## src/rtl/jtframe_ioctl_upload.sv

```systemverilog
// jtframe_ioctl_upload: serves SD-card upload byte reads from SDRAM through a two-word cache
module jtframe_ioctl_upload #(
   parameter int         SDRAMW    = 23,
   parameter logic [1:0] RAM_BA    = 2'd0,
   parameter int         RAM_START = 0,
   parameter int         RAM_LEN   = 32768
)(
   input  logic              clk_sys,
   input  logic              rst,
   input  logic              ioctl_ram,
   input  logic              ioctl_rd,
   input  logic [24:0]       ioctl_addr,
   output logic [7:0]        ioctl_data2sd,
   output logic              rd_ack,
   output logic [SDRAMW-1:0] prog_addr,
   output logic [1:0]        prog_ba,
   output logic              prog_rd,
   input  logic              prog_ack,
   input  logic              prog_rdy,
   input  logic [15:0]       sdram_dout
);
   localparam logic [2:0]  IDLE = 3'd0, REQ = 3'd1, WAIT = 3'd2, PREQ = 3'd3, PWAIT = 3'd4;
   localparam logic [31:0] LEN   = RAM_LEN;
   localparam logic [31:0] START = RAM_START;
   logic [2:0]        r_st;
   logic              r_cur_v, r_nxt_v, r_pend, r_drop, r_sel, r_ack, r_prog_rd;
   logic [23:0]       r_cur_a, r_nxt_a, r_fa;
   logic [15:0]       r_cur_d, r_nxt_d;
   logic [24:0]       r_pend_a;
   logic [7:0]        r_dout;
   logic [SDRAMW-1:0] r_prog_addr;
   logic              w_go, w_oor, w_hit_c, w_hit_n, w_keep;
   logic [24:0]       w_a;
   logic [23:0]       w_wa;
   function automatic logic [SDRAMW-1:0] f_pa(input logic [23:0] wa);
      logic [31:0] s;
      s = START + {8'd0, wa};
      return s[SDRAMW-1:0];
   endfunction
   // a prefetch is only worth issuing when the following word is still inside the region
   function automatic logic f_pf(input logic [23:0] wa);
      return ({7'd0, wa, 1'b0} + 32'd2) < LEN;
   endfunction
   function automatic logic [7:0] f_b(input logic [15:0] d, input logic s);
      return s ? d[15:8] : d[7:0];
   endfunction
   assign ioctl_data2sd = r_dout;
   assign rd_ack        = r_ack;
   assign prog_addr     = r_prog_addr;
   assign prog_ba       = RAM_BA;
   assign prog_rd       = r_prog_rd;
   // read request evaluation: a request latched during a prefetch takes priority
   always_comb begin
      w_go    = ioctl_ram & (r_pend | ioctl_rd);
      w_a     = r_pend ? r_pend_a : ioctl_addr;
      w_wa    = w_a[24:1];
      w_oor   = {7'd0, w_a} >= LEN;
      w_hit_c = r_cur_v && r_cur_a == w_wa;
      w_hit_n = r_nxt_v && r_nxt_a == w_wa;
      w_keep  = ioctl_ram & ~r_drop;
   end
   // cache, fetch FSM and SDRAM handshake
   always_ff @(posedge clk_sys) begin
      if (rst) begin
         r_st        <= IDLE;
         r_cur_v     <= 1'b0;
         r_nxt_v     <= 1'b0;
         r_pend      <= 1'b0;
         r_drop      <= 1'b0;
         r_sel       <= 1'b0;
         r_ack       <= 1'b0;
         r_prog_rd   <= 1'b0;
         r_cur_a     <= '0;
         r_nxt_a     <= '0;
         r_fa        <= '0;
         r_cur_d     <= '0;
         r_nxt_d     <= '0;
         r_pend_a    <= '0;
         r_dout      <= '0;
         r_prog_addr <= '0;
      end else begin
         r_ack <= 1'b0;
         if (!ioctl_ram) begin
            r_cur_v <= 1'b0;
            r_nxt_v <= 1'b0;
            r_pend  <= 1'b0;
            if (r_st != IDLE) r_drop <= 1'b1;
         end
         case (r_st)
            IDLE: begin
               r_drop <= 1'b0;
               if (w_go) begin
                  r_pend <= 1'b0;
                  if (w_oor) begin
                     r_dout <= 8'hFF;
                     r_ack  <= 1'b1;
                  end else if (w_hit_c) begin
                     r_dout <= f_b(r_cur_d, w_a[0]);
                     r_ack  <= 1'b1;
                  end else if (w_hit_n) begin
                     r_dout  <= f_b(r_nxt_d, w_a[0]);
                     r_ack   <= 1'b1;
                     r_cur_v <= 1'b1;
                     r_cur_a <= r_nxt_a;
                     r_cur_d <= r_nxt_d;
                     r_nxt_v <= 1'b0;
                     if (f_pf(r_nxt_a)) begin
                        r_fa        <= r_nxt_a + 24'd1;
                        r_prog_addr <= f_pa(r_nxt_a + 24'd1);
                        r_prog_rd   <= 1'b1;
                        r_st        <= PREQ;
                     end
                  end else begin
                     r_cur_v     <= 1'b0;
                     r_nxt_v     <= 1'b0;
                     r_sel       <= w_a[0];
                     r_fa        <= w_wa;
                     r_prog_addr <= f_pa(w_wa);
                     r_prog_rd   <= 1'b1;
                     r_st        <= REQ;
                  end
               end
            end
            REQ, PREQ: if (prog_ack) begin
               r_prog_rd <= 1'b0;
               r_st      <= r_st == REQ ? WAIT : PWAIT;
            end
            WAIT: if (prog_rdy) begin
               r_st <= IDLE;
               if (w_keep) begin
                  r_cur_v <= 1'b1;
                  r_cur_a <= r_fa;
                  r_cur_d <= sdram_dout;
                  r_dout  <= f_b(sdram_dout, r_sel);
                  r_ack   <= 1'b1;
                  if (f_pf(r_fa)) begin
                     r_fa        <= r_fa + 24'd1;
                     r_prog_addr <= f_pa(r_fa + 24'd1);
                     r_prog_rd   <= 1'b1;
                     r_st        <= PREQ;
                  end
               end
            end
            PWAIT: if (prog_rdy) begin
               r_st <= IDLE;
               if (w_keep) begin
                  r_nxt_v <= 1'b1;
                  r_nxt_a <= r_fa;
                  r_nxt_d <= sdram_dout;
               end
            end
            default: r_st <= IDLE;
         endcase
         if ((r_st == PREQ || r_st == PWAIT) && ioctl_rd && ioctl_ram) begin
            r_pend   <= 1'b1;
            r_pend_a <= ioctl_addr;
         end
      end
   end
endmodule

```

## config.mk

```make
export PLATFORM = sky130hd
export DESIGN_NAME = jtframe_ioctl_upload
export DESIGN_NICKNAME = d
export VERILOG_FILES = /design/src/rtl/jtframe_ioctl_upload.sv
export SDC_FILE = /design/constraint.sdc
export NUM_CORES = 1
export LEC_CHECK = 0
export ABC_CLOCK_PERIOD_IN_PS = 4300
export BUFFER_PORTS_ARGS = -buffer_cell sky130_fd_sc_hd__buf_2
export CAP_MARGIN = 20
export CORE_MARGIN = 2
export CORE_UTILIZATION = 65
export CTS_CLUSTER_SIZE = 40
export DETAILED_ROUTE_END_ITERATION = 10
export HOLD_SLACK_MARGIN = 0.1
export PLACE_DENSITY_LB_ADDON = 0.08
export RECOVER_POWER = 25
export SKIP_CTS_REPAIR_TIMING = 1
export SKIP_LAST_GASP = 1
export SYNTH_ARGS = -nofsm -noshare
export SYNTH_HDL_FRONTEND = slang
export SYNTH_SLANG_ARGS = --single-unit
```

## constraint.sdc

```tcl
create_clock -name clk_sys -period 4.3 [get_ports clk_sys]
set_input_delay 1.075 -clock clk_sys [delete_from_list [all_inputs] [get_ports clk_sys]]
set_output_delay 1.075 -clock clk_sys [all_outputs]
set_load 0.03 [all_outputs]
```

# After elaboration in Yosys (flattened, before gate mapping)
# Index checks and enable logic that the tools add are counted.
totals:
  regBits: 170
  latchBits: 0
  ram_bits: 0
  romBits: 0
  in_bits: 47
  output_inout_bits: 35
  wordCells: 157
  memories: 0
op_classes:
  n_addsub: 4
  n_mul: 0
  n_div: 0
  n_lt_le_gt_ge: 3
  eq_ne: 17
  n_shift: 0
  muxes: 90
  bitwise_logic: 8
  n_reduce_logical: 19
ops:
  columns: ["cell", "n"]
  rows:
  - ["2-to-1 mux 24 bit", 14]
  - ["2-to-1 mux 23 bit", 8]
  - ["2-to-1 mux 16 bit", 6]
  - ["one-hot mux 24 bit (2 select lines)", 2]
  - ["2-to-1 mux 8 bit", 9]
  - ["adder 25 x 2 -> 26 bit, second input constant", 2]
  - ["< comparator 26 x 16 -> 1 bit, second input constant", 2]
  - ["adder 24 x 1 -> 24 bit, second input constant", 2]
  - ["== test 24 bit", 2]
  - ["one-hot mux 23 bit (2 select lines)", 1]
  - ["one-hot mux 16 bit (2 select lines)", 1]
  - ["2-to-1 mux 1 bit", 31]
  - ["2-to-1 mux 3 bit", 9]
  - ["greater-or-equal comparator 25 x 16 -> 1 bit, second input constant", 1]
  - ["2-to-1 mux 25 bit", 1]
  - ["inequality test 2 bit, second input constant", 9]
  - ["one-hot mux 8 bit (2 select lines)", 1]
  - ["AND reduction 7 bit", 2]
  - ["one-hot mux 3 bit (4 select lines)", 1]
  - ["AND reduction 5 bit", 2]
  - ["AND reduction 9 bit", 1]
  - ["AND reduction 8 bit", 1]
  - ["== test 3 x 2 -> 1 bit, second input constant", 2]
  - ["one-hot mux 1 bit (2 select lines)", 3]
  - ["17 further kinds", 28]

# Logic depth before layout (Yosys ltp)
# Gate-level depths: netlist of run 1.
depth:
  ltp_word: 8
  depth_mapped: 12
  depth_no_buf: 9

# Worst setup path after synthesis of run 1
# Ideal clock, no wire load.
synth_timing:
  path_type: "input to register"
  start: "input port ioctl_addr[4]"
  end: "register r_cur_a[13]"
  setup_time_ns: 0.145
  arrival_ns: 3.119
  required_time_ns: 4.155
  slack_ns: 1.036
  path_stages: 8
  path_buffers: 1
  path_cell_list: "mux2i_1 > xnor2_1 > nor4_2 > nand4_2 > or3_1 > o31ai_4 > buf_2 > a311oi_2"
synth_via:
  elab_chain_cells: 5
  word_cells_on_any_way: 10
  classes_between: "1 x order compare; 5 x eq/ne; 1 x mux; 3 x reduce/logical"
synth_lines:
  columns: ["item", "line_no", "text"]
  rows:
  - ["from (decl)", "12", "input logic [24:0] ioctl_addr,"]
  - ["2-to-1 mux 25 bit *", "55", "w_a = r_pend ? r_pend_a : ioctl_addr;"]
  - ["parallel branches: the longest is 3 deep, another holds greater-or-equal comparator 25 x 16 -> 1 bit", null, null]
  - ["AND reduction 7 bit (no source line) *", null, null]
  - ["to (signal assigned)", "104", "r_cur_a <= r_nxt_a;"]
  - ["to (signal assigned)", "132", "r_cur_a <= r_fa;"]
  - ["to (decl)", "27", "logic [23:0] r_cur_a, r_nxt_a, r_fa;"]
# Mark *: on every way between the ends.
# A chain may end at the register's enable or synchronous reset.

# Worst setup path after layout of run 1
layout_timing:
  start: "register r_pend"
  end: "register r_cur_a[13]"
layout_via:
  elab_chain_cells: 5
  word_cells_on_any_way: 13
  classes_between: "1 x order compare; 6 x eq/ne; 1 x mux; 2 x bitwise; 3 x reduce/logical"
layout_lines:
  columns: ["item", "line_no", "text"]
  rows:
  - ["from (decl)", "26", "logic r_cur_v, r_nxt_v, r_pend, r_drop, r_sel, r_ack, r_prog_rd;"]
  - ["from (signal assigned)", "68", "r_pend <= 1'b0;"]
  - ["from (signal assigned)", "86", "r_pend <= 1'b0;"]
  - ["from (signal assigned)", "93", "r_pend <= 1'b0;"]
  - ["parallel branches: the longest is 4 deep, another holds greater-or-equal comparator 25 x 16 -> 1 bit", null, null]
  - ["AND reduction 7 bit (no source line) *", null, null]
# Marked as above.

==> qor.yml, run 1 <==
worst_setup_path:
  crit_path_start_kind: "flop"
  crit_type: "reg -> reg"
  required_ns: 4.62
  worstPathMaxFanout: 26
  endpoint_kind: "flop"
  r2r_end: "r_cur_a[13]"
  worst-r2r-cell-count: 10
  path_cells: "buf_12 -> mux2i_1 -> xnor2_1 -> nor4_2 -> nand3_1 -> or3_1 -> o31ai_4 -> buf_4 -> nor2_1 -> a311oi_2"
  r2r_slack_ns: 0.72
  cp_data_arrival_time_ns: 3.90
  max_stage_delay_ns: 0.46
  path_delay_family: "simple AND/OR/NAND/NOR gates"
  path_buf_inv: 2
  reg2reg_from: "r_pend"
  crit_slowest_cell: "mux2i_1"
detailed_routing:
  antenna_left: 0
  avgViaCountPerCell: 6.264
  drt_iter0_markers: 1006
  routed_wirelength_um: 24110
  drc: 0
  dr.pass1.iters: 5
  num_vias: 7986
  routedWlPerCell_um: 18.91
cts:
  root_buffer: "clkbuf_16"
  cts_sinks: 147
  insertion_delay_ns: 0.44
  cts_buffers: 17
  cts_tree: "done"
  clk_pin_slew_ns: 0.06
  cts_buffer_depth: 2
  htreeDepth: 4
power_and_ir_drop:
  powerDensity_nw_per_um2: 317.0
  leakage_nw: 2.957
  ir_drop_mv: 0.3249
die:
  num_rows: 41
  coreArea_sq_um: 12770
  die_w_um: 118.9
  pin_count: 82
  start_util: 0.6723
  dieArea_sq_um: 14150
  die_y_um: 118.9
sta:
  fin_crit_sh: 0.8316
  skew_ns: 0.009732
  fmax_mhz: 279.6
  setup_viol: 0
  fin_crit_ns: 3.576
  worstMarginPinSlew_ns: 1.595
  final.setup.tns_ns: 0
  finalHoldViolCount: 0
  slew_headroom: -0.06322
  rsz0062_at_grt: "false"
  drv_slew: 137
global_routing:
  grt_pass1_vias: 7361
  grt_pass1_wl_um: 38550
  grt_max_degree: 73
  grt_overflow_total: 0
  antenna_found_initial: 0
  track_usage: 0.3424
min_path:
  hold_end: "ioctl_data2sd[0]"
  holdPathStages: 2
  min-delay-start: "ioctl_data2sd[0]"
  hold_path.class: "reg -> reg"
cells_and_area:
  final_common_cell: "nand2_1"
  layout.cells.most_common_list: "256 x nand2_1, 147 x dfxtp_1, 90 x a21oi_1"
  diodes: 0
  drive_gt1_frac: 0.1414
  finish.utilization: 0.7285
  fin_nets: 1143
  area_growth_pct: 8.348
logic_synthesis:
  syn_area_sq_um: 8588
  synth-seq-cells: 147
  synth_flop_cell: "dfxtp_1"
  yosysTopAreaCell: "dfxtp_1"
  synth.top_cell.area_share: 0.3427
  synth_edf_count: 0
  ys_seq_area_frac: 0.3427
  avgSynthCellArea_sq_um: 7.901
  synth_cell_type_count: 57
  synthCells: 1087
  yosys_warnings: 0
  synth-async-reset-ratio: 0
  synth_area_leaders: "dfxtp_1 34%, nand2_1 11%, mux2i_1 6.2%"
job:
  maxCapViolCount: 3
place:
  portBuffers: 79
  gp_congestion: 0.9424
  hpwl_um: 16730
run_status:
  failed_checks: "max-capacitance violations, max-slew violations"
  status: "complete, but fails checks"
[layer usage]
layer | track usage | share of wire | routed length (um)
met5 | 0 | 0 | 0
met4 | 0.1012 | 0.018 | 442
met3 | 0.08860 | 0.10 | 2506
met2 | 0.5158 | 0.45 | 10740
met1 | 0.4818 | 0.43 | 10420
[worst register-to-register path, stage by stage, from the launching register on]
cell and delay [ns]:
dfxtp_1 0.45, buf_12 0.25, mux2i_1 0.47, xnor2_1 0.17, nor4_2 0.39, nand3_1 0.32, or3_1 0.44, o31ai_4 0.25
buf_4 0.34, nor2_1 0.11, a311oi_2 0.28
[stage by stage]
stage	instances	setup slack (ns)	hold WS, ns	instance area, sq um	total power (W)
after floorplan	1088	1.036	0.4360	8592	0.001510
after global placement	1247	0.4849	0.4416	8812	0.001577
after detailed placement	1247	0.4628	0.4426	8812	0.001577
after CTS	1275	0.7878	0.4502	9350	0.002954
after global routing	1275	0.4173	0.4692	9305	0.003022
final	1275	0.7240	0.4512	9305	0.002949
[synthesized netlist by cell type (6+ instances only)]
| master | n |
|---|---|
| a211oi_1 | 6 |
| a21oi_1 | 90 |
| a221o_1 | 9 |
| a311oi_1 | 15 |
| a311oi_2 | 25 |
| a31oi_1 | 8 |
| and2_1 | 12 |
| and3_1 | 9 |
| and4_1 | 6 |
| buf_2 | 12 |
| buf_4 | 25 |
| buf_6 | 7 |
| clkbuf_1 | 62 |
| dfxtp_1 | 147 |
| inv_1 | 7 |
| mux2_2 | 13 |
| mux2i_1 | 53 |
| nand2_1 | 257 |
| nand3_1 | 31 |
| nand4_1 | 14 |
| nor2_1 | 79 |
| nor2b_1 | 8 |
| nor3_1 | 13 |
| nor4_1 | 23 |
| o211ai_1 | 8 |
| o21ai_0 | 9 |
| o31ai_1 | 7 |
| or3_1 | 7 |
| xnor2_1 | 54 |
| xor2_1 | 12 |
[area by class of cell]
| class | instances | area, sq um |
|---|---|---|
| Tap cell | 172 | 215.2 |
| Multi-Input combinational cell | 824 | 5070 |
| Timing Repair Buffer | 97 | 513.0 |
| Sequential cell | 147 | 2943 |
| Inverter | 7 | 26.28 |
| Clock inverter | 6 | 83.83 |
| Fill cell | 1076 | 3468 |
| Clock buffer | 22 | 454.2 |
[logic make-up after synthesis]
logic type | Yosys count | share of synthesized area
DFF | 147 | 0.3427
and+or+nand+nor | 481 | 0.2526
muxes | 68 | 0.08202
other | 1 | 0.0004366
buffers and inverters | 117 | 0.06993
xor gates and xnor gates | 66 | 0.06731
AOI/OAI and AO/OA | 205 | 0.1821
adders and majority gates | 2 | 0.002913
[how the worst max path moves through the flow]
stage | startpoint | to | slack [ns] | cells after the start
floorplan | ioctl_addr[4] | r_cur_a[13] | 1.04 | 8
global placement | ioctl_addr[1] | r_fa[10] | 0.48 | 10
detailed placement | ioctl_addr[1] | r_cur_d[3] | 0.46 | 10
CTS | r_pend | r_cur_a[13] | 0.79 | 10
global route | r_fa[6] | r_fa[15] | 0.42 | 8
finish | r_pend | r_cur_a[13] | 0.72 | 10
[flip-flops by register name, indices dropped and copies added (netlist names)]
register and flops:
rd_ack 1, r_nxt_d 16, r_drop 1, r_cur_d 16, r_pend 1, r_pend_a 25, r_st 3, r_nxt_a 24
r_cur_a 24, r_cur_v 1, ioctl_data2sd 8, r_nxt_v 1, r_fa 24, r_sel 1, prog_rd 1
[power breakdown]
group / switching, W / internal (W) / total (W)
combinational: 0.000117 / 0.0000601 / 0.000177
sequential: 0.00000398 / 0.00137 / 0.00137
clock: 0.000548 / 0.000852 / 0.00140
Note: power is estimated with default switching activity, not from simulation.
==> inputs of run 2 (changes only) <==
--- a/config.mk
+++ b/config.mk
@@ -5,11 +5,12 @@
 export SDC_FILE = /design/constraint.sdc
 export NUM_CORES = 1
 export LEC_CHECK = 0
-export ABC_CLOCK_PERIOD_IN_PS = 4300
+export ABC_AREA = 1
+export ABC_CLOCK_PERIOD_IN_PS = 2900
 export BUFFER_PORTS_ARGS = -buffer_cell sky130_fd_sc_hd__buf_2
 export CAP_MARGIN = 20
 export CORE_MARGIN = 2
-export CORE_UTILIZATION = 65
+export CORE_UTILIZATION = 55
 export CTS_CLUSTER_SIZE = 40
 export DETAILED_ROUTE_END_ITERATION = 10
 export HOLD_SLACK_MARGIN = 0.1
==> constraint.sdc (replaced) <==
create_clock -name clk_sys -period 2.9 [get_ports clk_sys]
set_input_delay 0.725 -clock clk_sys [delete_from_list [all_inputs] [get_ports clk_sys]]
set_output_delay 0.725 -clock clk_sys [all_outputs]
set_load 0.03 [all_outputs]
==> run 2 against run 1 <==
  * The run now ends clean
  * Cell count increased by 52%
  * Final area is 16% higher
  * Critical path depth grew 3
  * Worst setup slack worse by 0.49 ns
  * Non-clock buffer count rose by 44
  * Fmax up 34%
  * Clock skew decreased by 0.00056 ns
  * Sequential share of layout area fell by 4.4 points
  * Largest power group unchanged
==> qor.yml, run 2 <==
cts:
  htreeDepth: 4
  root_buffer: "clkbuf_16"
  cts_tree: "done"
  cts_sinks: 147
  insertion_delay_ns: 0.43
  cts_buffer_depth: 2
  clk_pin_slew_ns: 0.06
  cts_buffers: 17
die:
  num_rows: 48
  start_util: 0.5569
  pin_count: 82
  dieArea_sq_um: 18460
  die_y_um: 135.9
  coreArea_sq_um: 17180
  die_w_um: 135.9
worst_setup_path:
  crit_type: "reg -> reg"
  endpoint_kind: "flop"
  crit_path_start_kind: "flop"
  r2r_slack_ns: 0.23
  cp_data_arrival_time_ns: 2.95
  worstPathMaxFanout: 10
  required_ns: 3.19
global_routing:
  grt_overflow_total: 0
  grt_max_degree: 98
  antenna_found_initial: 0
  grt_pass1_vias: 9531
  grt_pass1_wl_um: 51360
  track_usage: 0.3607
cells_and_area:
  fin_nets: 1749
  largest_reg_flops: 25
  drive_gt1_frac: 0.1027
  final_common_cell: "nand2_1"
  diodes: 0
  layout.cells.non_filler: 1938
  largest-register: "r_pend_a"
  layout.cells.most_common_list: "523 x nand2_1, 238 x nor2_1, 154 x inv_1"
  final_area_sq_um: 10820
  area_growth_pct: 13.09
logic_synthesis:
  synth_area_leaders: "dfxtp_1 31%, nand2_1 21%, nor2_1 9.4%"
  synth-seq-cells: 147
  synth_flop_cell: "dfxtp_1"
  syn_area_sq_um: 9565
  synth_cell_type_count: 44
  synth_edf_count: 0
  yosysTopAreaCell: "dfxtp_1"
  avgSynthCellArea_sq_um: 5.858
  synthCells: 1633
  synth-async-reset-ratio: 0
  synth.top_cell.area_share: 0.3077
  ys_seq_area_frac: 0.3077
  synth_commonest_cells: "524 x nand2_1, 239 x nor2_1, 155 x inv_1"
  synth_most_common_cell: "nand2_1"
  yosys_warnings: 0
power_and_ir_drop:
  switchingPower_w: 0.001212
  pwr-share-seq: 0.453
  comb_power_share: 0.068
  p_int_w: 0.003265
  powerDensity_nw_per_um2: 413.9
  ir_drop_mv: 0.4348
  swShare: 0.2708
  leakage_nw: 4.790
  power_w: 0.004477
  clkPwrFrac: 0.478
detailed_routing:
  dr.pass1.iters: 5
  routed_wirelength_um: 32600
  routedWlPerCell_um: 16.82
  antenna_left: 0
  drc: 0
  drt_iter0_markers: 1013
  num_vias: 10640
  avgViaCountPerCell: 5.490
sta:
  fin_crit_ns: 2.667
  final.setup.tns_ns: 0
  worstMarginPinSlew_ns: 0.9195
  finalHoldViolCount: 0
  rsz0062_at_grt: "false"
  setup_viol: 0
  fin_crit_sh: 0.9197
  hold_ws_ns: 0.4568
  fmax_mhz: 374.9
  skew_ns: 0.009171
  drv_slew: 0
  slew_headroom: 0.3870
run_status:
  status: "completed"
place:
  hpwl_um: 24890
  gp_congestion: 0.9908
  portBuffers: 79
  dpl_cell_area_sq_um: 10290
  dp.cells: 1906
min_path:
  hold_path.class: "reg -> reg"
job:
  maxCapViolCount: 0
-- run 2: metrics by stage --
stage               setup WS (ns)    util
CTS                        0.1387  0.6316
floorplan                  0.5443       -
global route             0.008676  0.6298
finish                     0.2329  0.6298
global placement           0.1094  0.5992
detailed placement        0.07453  0.5992
-- run 2: logic make-up (layout without fill, tap and decap cells) --
logic type / count (synthesis) / after routing / synth area share
AOI/OAI and AO/OA: 262 / 262 / 0.1435
buffers and inverters: 256 / 335 / 0.1179
adders and majority gates: 2 / 2 / 0.002616
xor gates and xnor gates: 23 / 23 / 0.02106
and+or+nand+nor: 942 / 942 / 0.4069
DFF: 147 / 147 / 0.3077
other: 1 / 2 / 0.0003920
-- run 2: cell type report --
cell class	count	area, sq um
Fill cell	1734	6359
Multi-Input combinational cell	1231	5519
Sequential cell	147	2944
Timing Repair Buffer	141	900.9
Inverter	162	615.6
Clock buffer	18	439.2
Tap cell	225	281.5
Clock inverter	14	117.6
-- run 2: power groups by stage --
stage | Combinational (W) | Clock, W | Sequential, W
2_1_floorplan | 0.000165 | 0 | 0.00209
6_report | 0.000307 | 0.00214 | 0.00203
3_5_place_dp | 0.000301 | 0 | 0.00208
4_1_cts | 0.000302 | 0.00215 | 0.00203
5_1_grt | 0.000340 | 0.00223 | 0.00203
3_3_place_gp | 0.000299 | 0 | 0.00208
-- run 2: path summary, 6_finish.rpt --
path,start,endpoint,cells past startpoint
setup / recovery,r_nxt_a[1],r_fa[16],13
hold / removal,r_pend_a[2],r_pend_a[2],2
setup reg to reg,r_nxt_a[1],r_fa[16],13
hold reg to reg,r_pend_a[2],r_pend_a[2],2
-- run 2: critical path: stages (launching register included) --
cell	delay [ns]
dfxtp_1	0.40
ha_1	0.21
nand2_1	0.10
nor2_2	0.28
nand3_2	0.18
o21ai_0	0.19
nand2_1	0.07
nor2_1	0.08
nand3_1	0.19
o21ai_1	0.32
nand3_1	0.14
nor2_2	0.16
buf_12	0.15
nor3_1	0.04
-- run 2: layer usage --
layer  GRT usage  part of all wire  wire (um)  vias to the layer above
li1            -                 -          -                     5308
met1      0.5364              0.47      15250                     4807
met2      0.4994              0.41      13220                      471
met3     0.09769              0.10       3272                       54
met4      0.1169             0.026        861                        0
met5           0                 0          0                        -
==> inputs of run 3 (changes only) <==
--- a/config.mk
+++ b/config.mk
@@ -16,6 +16,7 @@
 export HOLD_SLACK_MARGIN = 0.1
 export PLACE_DENSITY_LB_ADDON = 0.08
 export RECOVER_POWER = 25
+export SETUP_SLACK_MARGIN = 0.4
 export SKIP_CTS_REPAIR_TIMING = 1
 export SKIP_LAST_GASP = 1
 export SYNTH_ARGS = -nofsm -noshare
==> run 3 against run 2 <==
  * Flip-flop and latch count is the same
  * Worst hold slack better by 0.0013 ns
  * Clock skew rose by 0.0011 ns
  * Non-clock buffer count is 22 higher
  * Critical path type unchanged
  * Fmax rose by 6.6%
  * Via count up 2.3%
  * Routed wire length rose by 5.5%
  * Largest power group unchanged
==> qor.yml, run 3 (same netlist as run 2, synthesis figures left out) <==
cells_and_area:
  multi_input_area_sq_um: 5976
  diodes: 0
  drive_gt1_frac: 0.1835
  final_common_cell: "nand2_1"
  layout.cells.most_common_list: "478 x nand2_1, 214 x nor2_1, 152 x inv_1"
  register_area_sq_um: 2974
  fillerInstances: 1609
  largest-register: "r_pend_a"
  final_area_sq_um: 11660
  fin_nets: 1774
  area_growth_pct: 21.87
  layout.cells.non_filler: 1963
  largest_reg_flops: 25
detailed_routing:
  drc: 0
  routed_wirelength_um: 34390
  drt_iter0_markers: 1057
  num_vias: 10890
  antenna_left: 0
  avgViaCountPerCell: 5.548
  dr.pass1.iters: 5
  routedWlPerCell_um: 17.52
sta:
  drv_slew: 0
  skew_ns: 0.01026
  fin_crit_ns: 2.502
  rsz0062_at_grt: "true"
  final.setup.tns_ns: 0
  finalHoldViolCount: 0
  slew_headroom: 0.3831
  worstMarginPinSlew_ns: 0.9254
  setup_viol: 0
  fmax_mhz: 399.7
  fin_crit_sh: 0.8626
cts:
  insertion_delay_ns: 0.44
  cts_buffer_depth: 2
  cts_buffers: 17
  cts_tree: "done"
  htreeDepth: 4
  root_buffer: "clkbuf_16"
  cts_sinks: 147
  clk_pin_slew_ns: 0.07
global_routing:
  track_usage: 0.3607
  antenna_found_initial: 0
  grt_max_degree: 98
  grt_pass1_wl_um: 51360
  grt_overflow_total: 0
  grt_pass1_vias: 9531
worst_setup_path:
  cp_data_arrival_time_ns: 2.79
  max_stage_delay_ns: 0.38
  r2r_slack_ns: 0.40
  crit_slowest_cell: "dfxtp_4"
  reg2reg_from: "r_pend"
  startpoint: "r_pend"
  worst-r2r-cell-count: 18
  endpoint_kind: "flop"
  worstPathMaxFanout: 8
  crit_type: "reg -> reg"
  required_ns: 3.19
  path_cells: "buf_6 -> buf_12 -> inv_16 -> nand2_2 -> nand2_1 -> nand2_1 -> nand2_1 -> nor2_2 -> nand3_2 -> nor2_4 -> buf_4 -> nand3_4 -> nor2_4 -> nor2_4 -> buf_12 -> clkbuf_16 -> a31oi_4 -> nor2_1"
  crit_path_start_kind: "flop"
power_and_ir_drop:
  powerDensity_nw_per_um2: 386.8
  ir_drop_mv: 0.4660
  leakage_nw: 5.081
min_path:
  min-delay-start: "ioctl_data2sd[1]"
  holdPathStages: 2
  hold_path.class: "reg -> reg"
place:
  dp.cells: 1906
  gp_congestion: 0.9908
  hpwl_um: 24890
  dpl_cell_area_sq_um: 10290
  portBuffers: 79
die:
  die_y_um: 135.9
  pin_count: 82
  dieArea_sq_um: 18460
  num_rows: 48
  coreArea_sq_um: 17180
  die_w_um: 135.9
  start_util: 0.5569
job:
  maxCapViolCount: 0
run_status:
  status: "completed"
==> run 3: power breakdown <==
part	switching, W	internal (W)	leakage, nW
Combinational	0.000229	0.000105	3.61
Sequential	0.00000405	0.00202	1.20
Clock	0.00100	0.00115	0.273
Total	0.00123	0.00327	5.08
==> run 3: per-stage QoR <==
stage	hold slack [ns]	utilization	power, W	setup WS [ns]
floorplan	0.4292	-	0.002257	0.5443
global placement	0.4431	0.5992	0.002375	0.1094
detailed placement	0.4511	0.5992	0.002377	0.07453
CTS	0.4545	0.6316	0.004483	0.1387
global route	0.4883	0.6787	0.004628	0.2787
finish	0.4580	0.6787	0.004509	0.3983
==> run 3: critical path, delay by kind of cell, from the launching register on <==
| kind | cells | cell delay, ns |
|---|---|---|
| flip-flops | 1 | 0.38 |
| AO/OA/AOI/OAI | 1 | 0.12 |
| buffers and inverters | 6 | 0.79 |
| AND/OR/NAND/NOR | 11 | 1.05 |
==> run 3: final cells by class <==
class | instances | share of cell area
repair inverters | 2 | 0.002683
multi-input cells | 1232 | 0.5126
flip-flops and latches | 147 | 0.2551
repair buffers | 163 | 0.1042
clock inverters | 14 | 0.01009
inverters | 162 | 0.05345
clock buffers | 18 | 0.03767
well taps | 225 | 0.02415
==> run 3: worst paths after layout <==
kind                           end
hold / removal    ioctl_data2sd[1]
setup / recovery           r_st[2]
hold reg to reg   ioctl_data2sd[1]
setup reg to reg           r_st[2]
==> run 3: metal layers <==
metal | track usage | wire [um] | up-vias
met3 | 0.09769 | 3531 | 62
li1 | - | - | 5368
met2 | 0.4994 | 14480 | 535
met1 | 0.5364 | 15370 | 4925
met5 | 0 | 0 | -
met4 | 0.1169 | 1011 | 0
